### src/rtl/cpu_pkg.sv
// Shared CPU definitions: register-file FSM encoding, default sizes and clear-counter width.
package cpu_pkg;

  localparam int XLEN_DEFAULT  = 64;
  localparam int NREGS_DEFAULT = 32;

  typedef enum logic {
    RF_STATE_CLEAR = 1'b0,
    RF_STATE_RUN   = 1'b1
  } rf_state_e;

  // One bit wider than the address so the sweep reaches NREGS-1 without wrapping.
  function automatic int rf_cnt_width(input int nregs);
    return $clog2(nregs) + 1;
  endfunction

endpackage

### src/rtl/regfile_mp_if.sv
// Register-file access bundle: source/destination addresses, write data, registered read data, ready.
// master = operand-fetch side, slave = register file.
interface regfile_mp_if #(
  parameter int XLEN  = cpu_pkg::XLEN_DEFAULT,
  parameter int NREGS = cpu_pkg::NREGS_DEFAULT,
  parameter int NRD   = 2
);
  localparam int AW = $clog2(NREGS);

  logic                stall_in;
  logic [NRD*AW-1:0]   rs_in;
  logic [AW-1:0]       rd_in;
  logic                rd_write_in;
  logic [XLEN-1:0]     rd_value_in;
  logic [NRD*XLEN-1:0] rs_value_out;
  logic                ready_out;

  modport master (
    output stall_in, rs_in, rd_in, rd_write_in, rd_value_in,
    input  rs_value_out, ready_out
  );

  modport slave (
    input  stall_in, rs_in, rd_in, rd_write_in, rd_value_in,
    output rs_value_out, ready_out
  );

endinterface

### src/rtl/regfile_rdport.sv
// One read port: array mux, zero-register mask, optional same-cycle bypass (REGFILE_BYPASS_EN).
// Output registered (1 cycle), held while stall is high, forced to 0 under reset and during the clear sweep.
module regfile_rdport
  import cpu_pkg::*;
#(
  parameter int XLEN     = XLEN_DEFAULT,
  parameter int NREGS    = NREGS_DEFAULT,
  parameter int ZERO_REG = 1,
  parameter int AW       = $clog2(NREGS)
) (
  input  logic            clk,
  input  logic            reset_in,
  input  logic            run,
  input  logic            stall,
  input  logic [AW-1:0]   addr,
  input  logic [XLEN-1:0] regs [NREGS],
  input  logic            wr_en,
  input  logic [AW-1:0]   wr_addr,
  input  logic [XLEN-1:0] wr_data,
  output logic [XLEN-1:0] rd_q
);

  logic [XLEN-1:0] rd_val;

  always_comb begin
    rd_val = regs[addr];
`ifdef REGFILE_BYPASS_EN
    if (wr_en && (wr_addr == addr)) begin
      rd_val = wr_data;
    end
`endif
    // Mask last so a dropped write to r0 can never leak through the bypass.
    if ((ZERO_REG != 0) && (addr == '0)) begin
      rd_val = '0;
    end
  end

`ifndef REGFILE_BYPASS_EN
  logic unused_wr;
  assign unused_wr = ^{wr_en, wr_addr, wr_data};
`endif

  always_ff @(posedge clk) begin
    if (reset_in) begin
      rd_q <= '0;
    end else if (!run) begin
      rd_q <= '0;
    end else if (!stall) begin
      rd_q <= rd_val;
    end
  end

endmodule

### src/rtl/regfile_mp.sv
// regfile_mp: NRD-read / 1-write register file with a post-reset clear sweep; bypass via REGFILE_BYPASS_EN.
// Reads are registered (1 cycle) and held on stall_in; ready_out rises when the NREGS-cycle sweep ends.
module regfile_mp
  import cpu_pkg::*;
#(
  parameter int XLEN     = XLEN_DEFAULT,
  parameter int NREGS    = NREGS_DEFAULT,
  parameter int NRD      = 2,
  parameter int ZERO_REG = 1
) (
  input logic         clk,
  input logic         reset_in,
  regfile_mp_if.slave rf
);

  localparam int AW = $clog2(NREGS);
  localparam int CW = rf_cnt_width(NREGS);

  rf_state_e       state;
  logic [CW-1:0]   clr_cnt;
  logic            ready_q;
  logic            run;
  logic            wr_en;
  logic [XLEN-1:0] regs [NREGS];
  logic [XLEN-1:0] rd_q [NRD];

  assign run   = (state == RF_STATE_RUN);
  assign wr_en = run && rf.rd_write_in && !((ZERO_REG != 0) && (rf.rd_in == '0));

  always_ff @(posedge clk) begin
    if (reset_in) begin
      state   <= RF_STATE_CLEAR;
      clr_cnt <= '0;
      ready_q <= 1'b0;
    end else if (state == RF_STATE_CLEAR) begin
      clr_cnt <= clr_cnt + CW'(1);
      if (clr_cnt == CW'(NREGS - 1)) begin
        state   <= RF_STATE_RUN;
        ready_q <= 1'b1;
      end
    end
  end

  // Array has no reset of its own; the sweep clears it one entry per cycle.
  always_ff @(posedge clk) begin
    if (!reset_in) begin
      if (state == RF_STATE_CLEAR) begin
        regs[clr_cnt[AW-1:0]] <= '0;
      end else if (wr_en) begin
        regs[rf.rd_in] <= rf.rd_value_in;
      end
    end
  end

  for (genvar p = 0; p < NRD; p++) begin : g_rd
    regfile_rdport #(
      .XLEN     (XLEN),
      .NREGS    (NREGS),
      .ZERO_REG (ZERO_REG),
      .AW       (AW)
    ) u_rdport (
      .clk      (clk),
      .reset_in (reset_in),
      .run      (run),
      .stall    (rf.stall_in),
      .addr     (rf.rs_in[p*AW +: AW]),
      .regs     (regs),
      .wr_en    (wr_en),
      .wr_addr  (rf.rd_in),
      .wr_data  (rf.rd_value_in),
      .rd_q     (rd_q[p])
    );
    assign rf.rs_value_out[p*XLEN +: XLEN] = rd_q[p];
  end

  assign rf.ready_out = ready_q;

endmodule

### src/flat_wrapper.sv
// flat-port wrapper written by rule: the top's interface ports become plain ports
module regfile_mp_flat import cpu_pkg::*;
#(
  parameter int XLEN     = XLEN_DEFAULT,
  parameter int NREGS    = NREGS_DEFAULT,
  parameter int NRD      = 2,
  parameter int ZERO_REG = 1
)
  (clk, reset_in, rf_stall_in, rf_rs_in, rf_rd_in, rf_rd_write_in, rf_rd_value_in, rf_rs_value_out, rf_ready_out);
  regfile_mp_if #(.XLEN(XLEN), .NREGS(NREGS), .NRD(NRD)) rf_i ();
  input logic clk;
  input logic reset_in;
  input wire logic [$bits(rf_i.stall_in)-1:0] rf_stall_in;
  input wire logic [$bits(rf_i.rs_in)-1:0] rf_rs_in;
  input wire logic [$bits(rf_i.rd_in)-1:0] rf_rd_in;
  input wire logic [$bits(rf_i.rd_write_in)-1:0] rf_rd_write_in;
  input wire logic [$bits(rf_i.rd_value_in)-1:0] rf_rd_value_in;
  output wire logic [$bits(rf_i.rs_value_out)-1:0] rf_rs_value_out;
  output wire logic [$bits(rf_i.ready_out)-1:0] rf_ready_out;
  assign rf_i.stall_in = rf_stall_in;
  assign rf_i.rs_in = rf_rs_in;
  assign rf_i.rd_in = rf_rd_in;
  assign rf_i.rd_write_in = rf_rd_write_in;
  assign rf_i.rd_value_in = rf_rd_value_in;
  assign rf_rs_value_out = rf_i.rs_value_out;
  assign rf_ready_out = rf_i.ready_out;
  regfile_mp #(.XLEN(XLEN), .NREGS(NREGS), .NRD(NRD), .ZERO_REG(ZERO_REG)) u_core (.clk(clk), .reset_in(reset_in), .rf(rf_i));
endmodule
### config.mk
export PLATFORM = sky130hd
export DESIGN_NAME = regfile_mp_flat
export DESIGN_NICKNAME = d
export VERILOG_FILES = /design/src/rtl/cpu_pkg.sv /design/src/rtl/regfile_mp_if.sv /design/src/rtl/regfile_rdport.sv /design/src/rtl/regfile_mp.sv /design/src/flat_wrapper.sv
export SDC_FILE = /design/constraint.sdc
export NUM_CORES = 2
export LEC_CHECK = 0
export CAP_MARGIN = 40
export CORE_UTILIZATION = 40
export CTS_BUF_LIST = sky130_fd_sc_hd__clkbuf_8
export DETAILED_ROUTE_END_ITERATION = 10
export GPL_ROUTABILITY_DRIVEN = 0
export PLACE_DENSITY_LB_ADDON = 0.08
export SLEW_MARGIN = 20
export SYNTH_ARGS = -nofsm -noshare
export SYNTH_HDL_FRONTEND = slang
export SYNTH_SLANG_ARGS = --single-unit
### constraint.sdc
create_clock -name clk -period 5.02 [get_ports clk]
set_input_delay 0.502 -clock clk [delete_from_list [all_inputs] [get_ports clk]]
set_output_delay 0.502 -clock clk [all_outputs]
set_load 0.01 [all_outputs]
==> out/metrics.yaml <==
run_status:
  status: "completed"
clock_network:
  cts.clk_slew.worst_paths_ns: 0.07
  clk_path_buf_depth: 4
  cts.repair.resized: 0
  post_cts_buffers: 0
  cts.htree.levels: 5
  root_buffer: "clkbuf_8"
  clock_sinks: 2184
  clk_latency_ns: 1.15
  numCtsBuffers: 400
  hold_buffers: 0
  cts_tree: "done"
yosys:
  synth_most_common_cell: "nand2_1"
  yosysWarnings: 0
  synth-edff-count: 2048
  synth_sequential_area_ratio_pct: 53.6
  synth_top_area_share_pct: 51.3
  ys_types: 61
  synth_fp_nets: 9878
  synthTopCellsByArea: "edfxtp_1, mux4_2, o21ai_0"
  yosysTopAreaCell: "edfxtp_1"
  ys_async_sr_fraction_pct: 0
  synth_common_cells: "nand2_1, edfxtp_1, o21ai_0"
  synth-main-ff-cell: "edfxtp_1"
  synthesis.instances: 9791
  avgSynthCellArea_um2: 12.2
  ys_ff_latch: 2184
  netlist_area_um2: 120000
drt:
  first_iter_violations: 12600
  ant_nets: 0
  first_pass_iters: 7
  wl_um: 533000
  drc: 0
  vias: 94100
  post_drt_wl_per_cell_um: 37.9
  viasPerCell: 6.68
sta:
  finalSetupViolCount: 0
  post-route-period-util_pct: 68.9
  worst_pin_slew_ns: 1.16
  rsz0062_at_grt: "no"
  maxSlewHeadroom_pct: 22.9
  hold_viol: 0
  clock_skew_ns: 0.0741
  timing.fmax_ghz: 0.289
  period_needed_ns: 3.46
  slew_viol_final: 0
  fin_setup_tns_ns: 0
grt:
  grtUsageTotal_pct: 34.9
  grtUsageMet3_pct: 6.96
  top_usage_layer: "met2"
  use_met1_pct: 45.7
  grt_pass1_vias: 92600
  antenna_found_initial: 27
  gr-total-overflow: 0
  grt_util_met2_pct: 54.8
  grt_pass1_wl_um: 742000
  grt_max_degree: 90
die:
  dieHeight_um: 549
  rows: 200
  die_w_um: 549
  io_pins: 212
  coreArea_um2: 298000
  start_util_pct: 40.3
  die-area_um2: 302000
power:
  p_total_mw: 44.2
  leakage_nw: 51.3
  power_density_nw_per_um2: 324
  ir_worst_vdd_v: 0.000189
worst_setup_path:
  cp_slowest_cell: "clkdlybuf4s50_1"
  critPathCaptureType: "flip-flop"
  required_ns: 5.68
  r2r_start: "u_core.clr_cnt[0]"
  cp_data_arrival_time_ns: 4.12
  max_stage_delay_ns: 0.74
  cp_max_fo: 51
  rr_endpoint: "u_core.regs[790]"
  worstSetupStartpointType: "input port"
  critical_path_class: "in2reg"
  ff2ff_path_depth: 7
  path_cells: "clkdlybuf4s50_1 -> or2_2 -> o41ai_1 -> a21o_4 -> buf_4 -> a21oi_4 -> buf_12"
  rrSetupSlack_ns: 1.58
hold_path:
  min-delay-start: "rf_rs_in[1]"
  min_delay_path_depth: 3
  min_to: "u_core.g_rd[0].u_rdport.rd_q[0]"
  hp-class: "in2reg"
layout:
  nNetsFinal: 9880
  seqCellArea_um2: 64200
  syn_to_final_growth_pct: 13.9
  drive_above_1_share_pct: 20.1
  multiInputGateArea_um2: 52300
  fillerInstances: 27300
  final_util_pct: 45.9
place:
  dp_hpwl_um: 331000
  io_buffer_count: 211
job:
  cap_viol_max_count: 0
==> routing by layer <==
| metal | part of all wire, % | wire length [um] |
|---|---|---|
| met1 | 38 | 203000 |
| met2 | 46 | 245000 |
| met3 | 10 | 54000 |
| met4 | 5.9 | 31500 |
| met5 | 0.0069 | 37 |
==> cell families (layout without fill, tap and decap cells) <==
logic type | Yosys count | after routing | synth area share (%)
other cells | 0 | 18 | 0
compound gates | 2751 | 2751 | 13.3
flops | 2184 | 2184 | 53.6
xor+xnor | 5 | 5 | 0.0365
buf+inv | 1070 | 1409 | 3.63
simple gates | 2374 | 2374 | 8.07
fa+ha+maj | 4 | 4 | 0.0418
mux | 1403 | 1403 | 21.4
==> flip-flops by register name, summed over array words and instances (netlist names) <==
| signal | cells |
|---|---|
| u_core.clr_cnt | 6 |
| u_core.g_rd.u_rdport.rd_q | 128 |
| u_core.regs | 2048 |
| u_core.rf.ready_out | 1 |
| u_core.run | 1 |
==> worst max-delay path: cells and delay by family <==
family	cells	cell delay, ns
buffers and inverters	3	1.46
AND/OR/NAND/NOR	1	0.52
AO/OA/AOI/OAI	3	1.34
==> how the worst max path moves through the flow <==
stage,from,end,cells after the start
final,rf_rd_in[2],u_core.regs[1447],7
after global routing,u_core.clr_cnt[0],u_core.regs[790],7
after CTS,u_core.clr_cnt[0],u_core.regs[790],7
after detailed placement,rf_rd_in[2],u_core.regs[1444],7
after global placement,rf_rd_in[1],u_core.regs[1140],6
after floorplan,rf_rd_in[1],u_core.regs[832],7
==> report_power, final <==
group,switching (mW),internal [mW]
Combinational,3.14,2.27
Clock,8.33,8.39
Sequential,0.833,21.3
==> through the flow <==
| step | worst slack [ns] | area (um^2) | cells | hold slack [ns] |
|---|---|---|---|---|
| final | 1.56 | 136000 | 14100 | 0.0591 |
| after global routing | 1.57 | 136000 | 14100 | 0.0354 |
| after CTS | 1.69 | 136000 | 14100 | 0.00401 |
| after detailed placement | 0.803 | 129000 | 13300 | 0.483 |
| after global placement | 0.579 | 127000 | 13300 | 0.483 |
| after floorplan | 0.00463 | 120000 | 9791 | 0.480 |
==> cell usage in the layout (no fill, tap or decap), types with 65 or more instances in the layout <==
cell,netlist,routed
a21oi_1,114,68
a22o_1,65,65
a22oi_1,136,136
and2_1,69,68
buf_12,0,75
buf_4,25,300
clkbuf_8,0,449
clkdlybuf4s50_1,0,202
dfxtp_1,136,135
edfxtp_1,2048,2048
inv_1,16,189
mux2i_1,443,443
mux4_2,920,920
nand2_1,2077,2051
nor2_1,92,88
o21ai_0,1992,1992
==> layout make-up <==
type | instances | area share [%]
Inverter | 16 | 0.0550
Clock inverter | 290 | 1.01
Tap cell | 3939 | 3.61
Timing Repair Buffer | 654 | 5.41
Clock buffer | 449 | 4.53
Sequential cell | 2184 | 47.1
Antenna cell | 18 | 0.0330
Multi-Input combinational cell | 6537 | 38.3
Note: power is estimated with default switching activity, not from simulation.
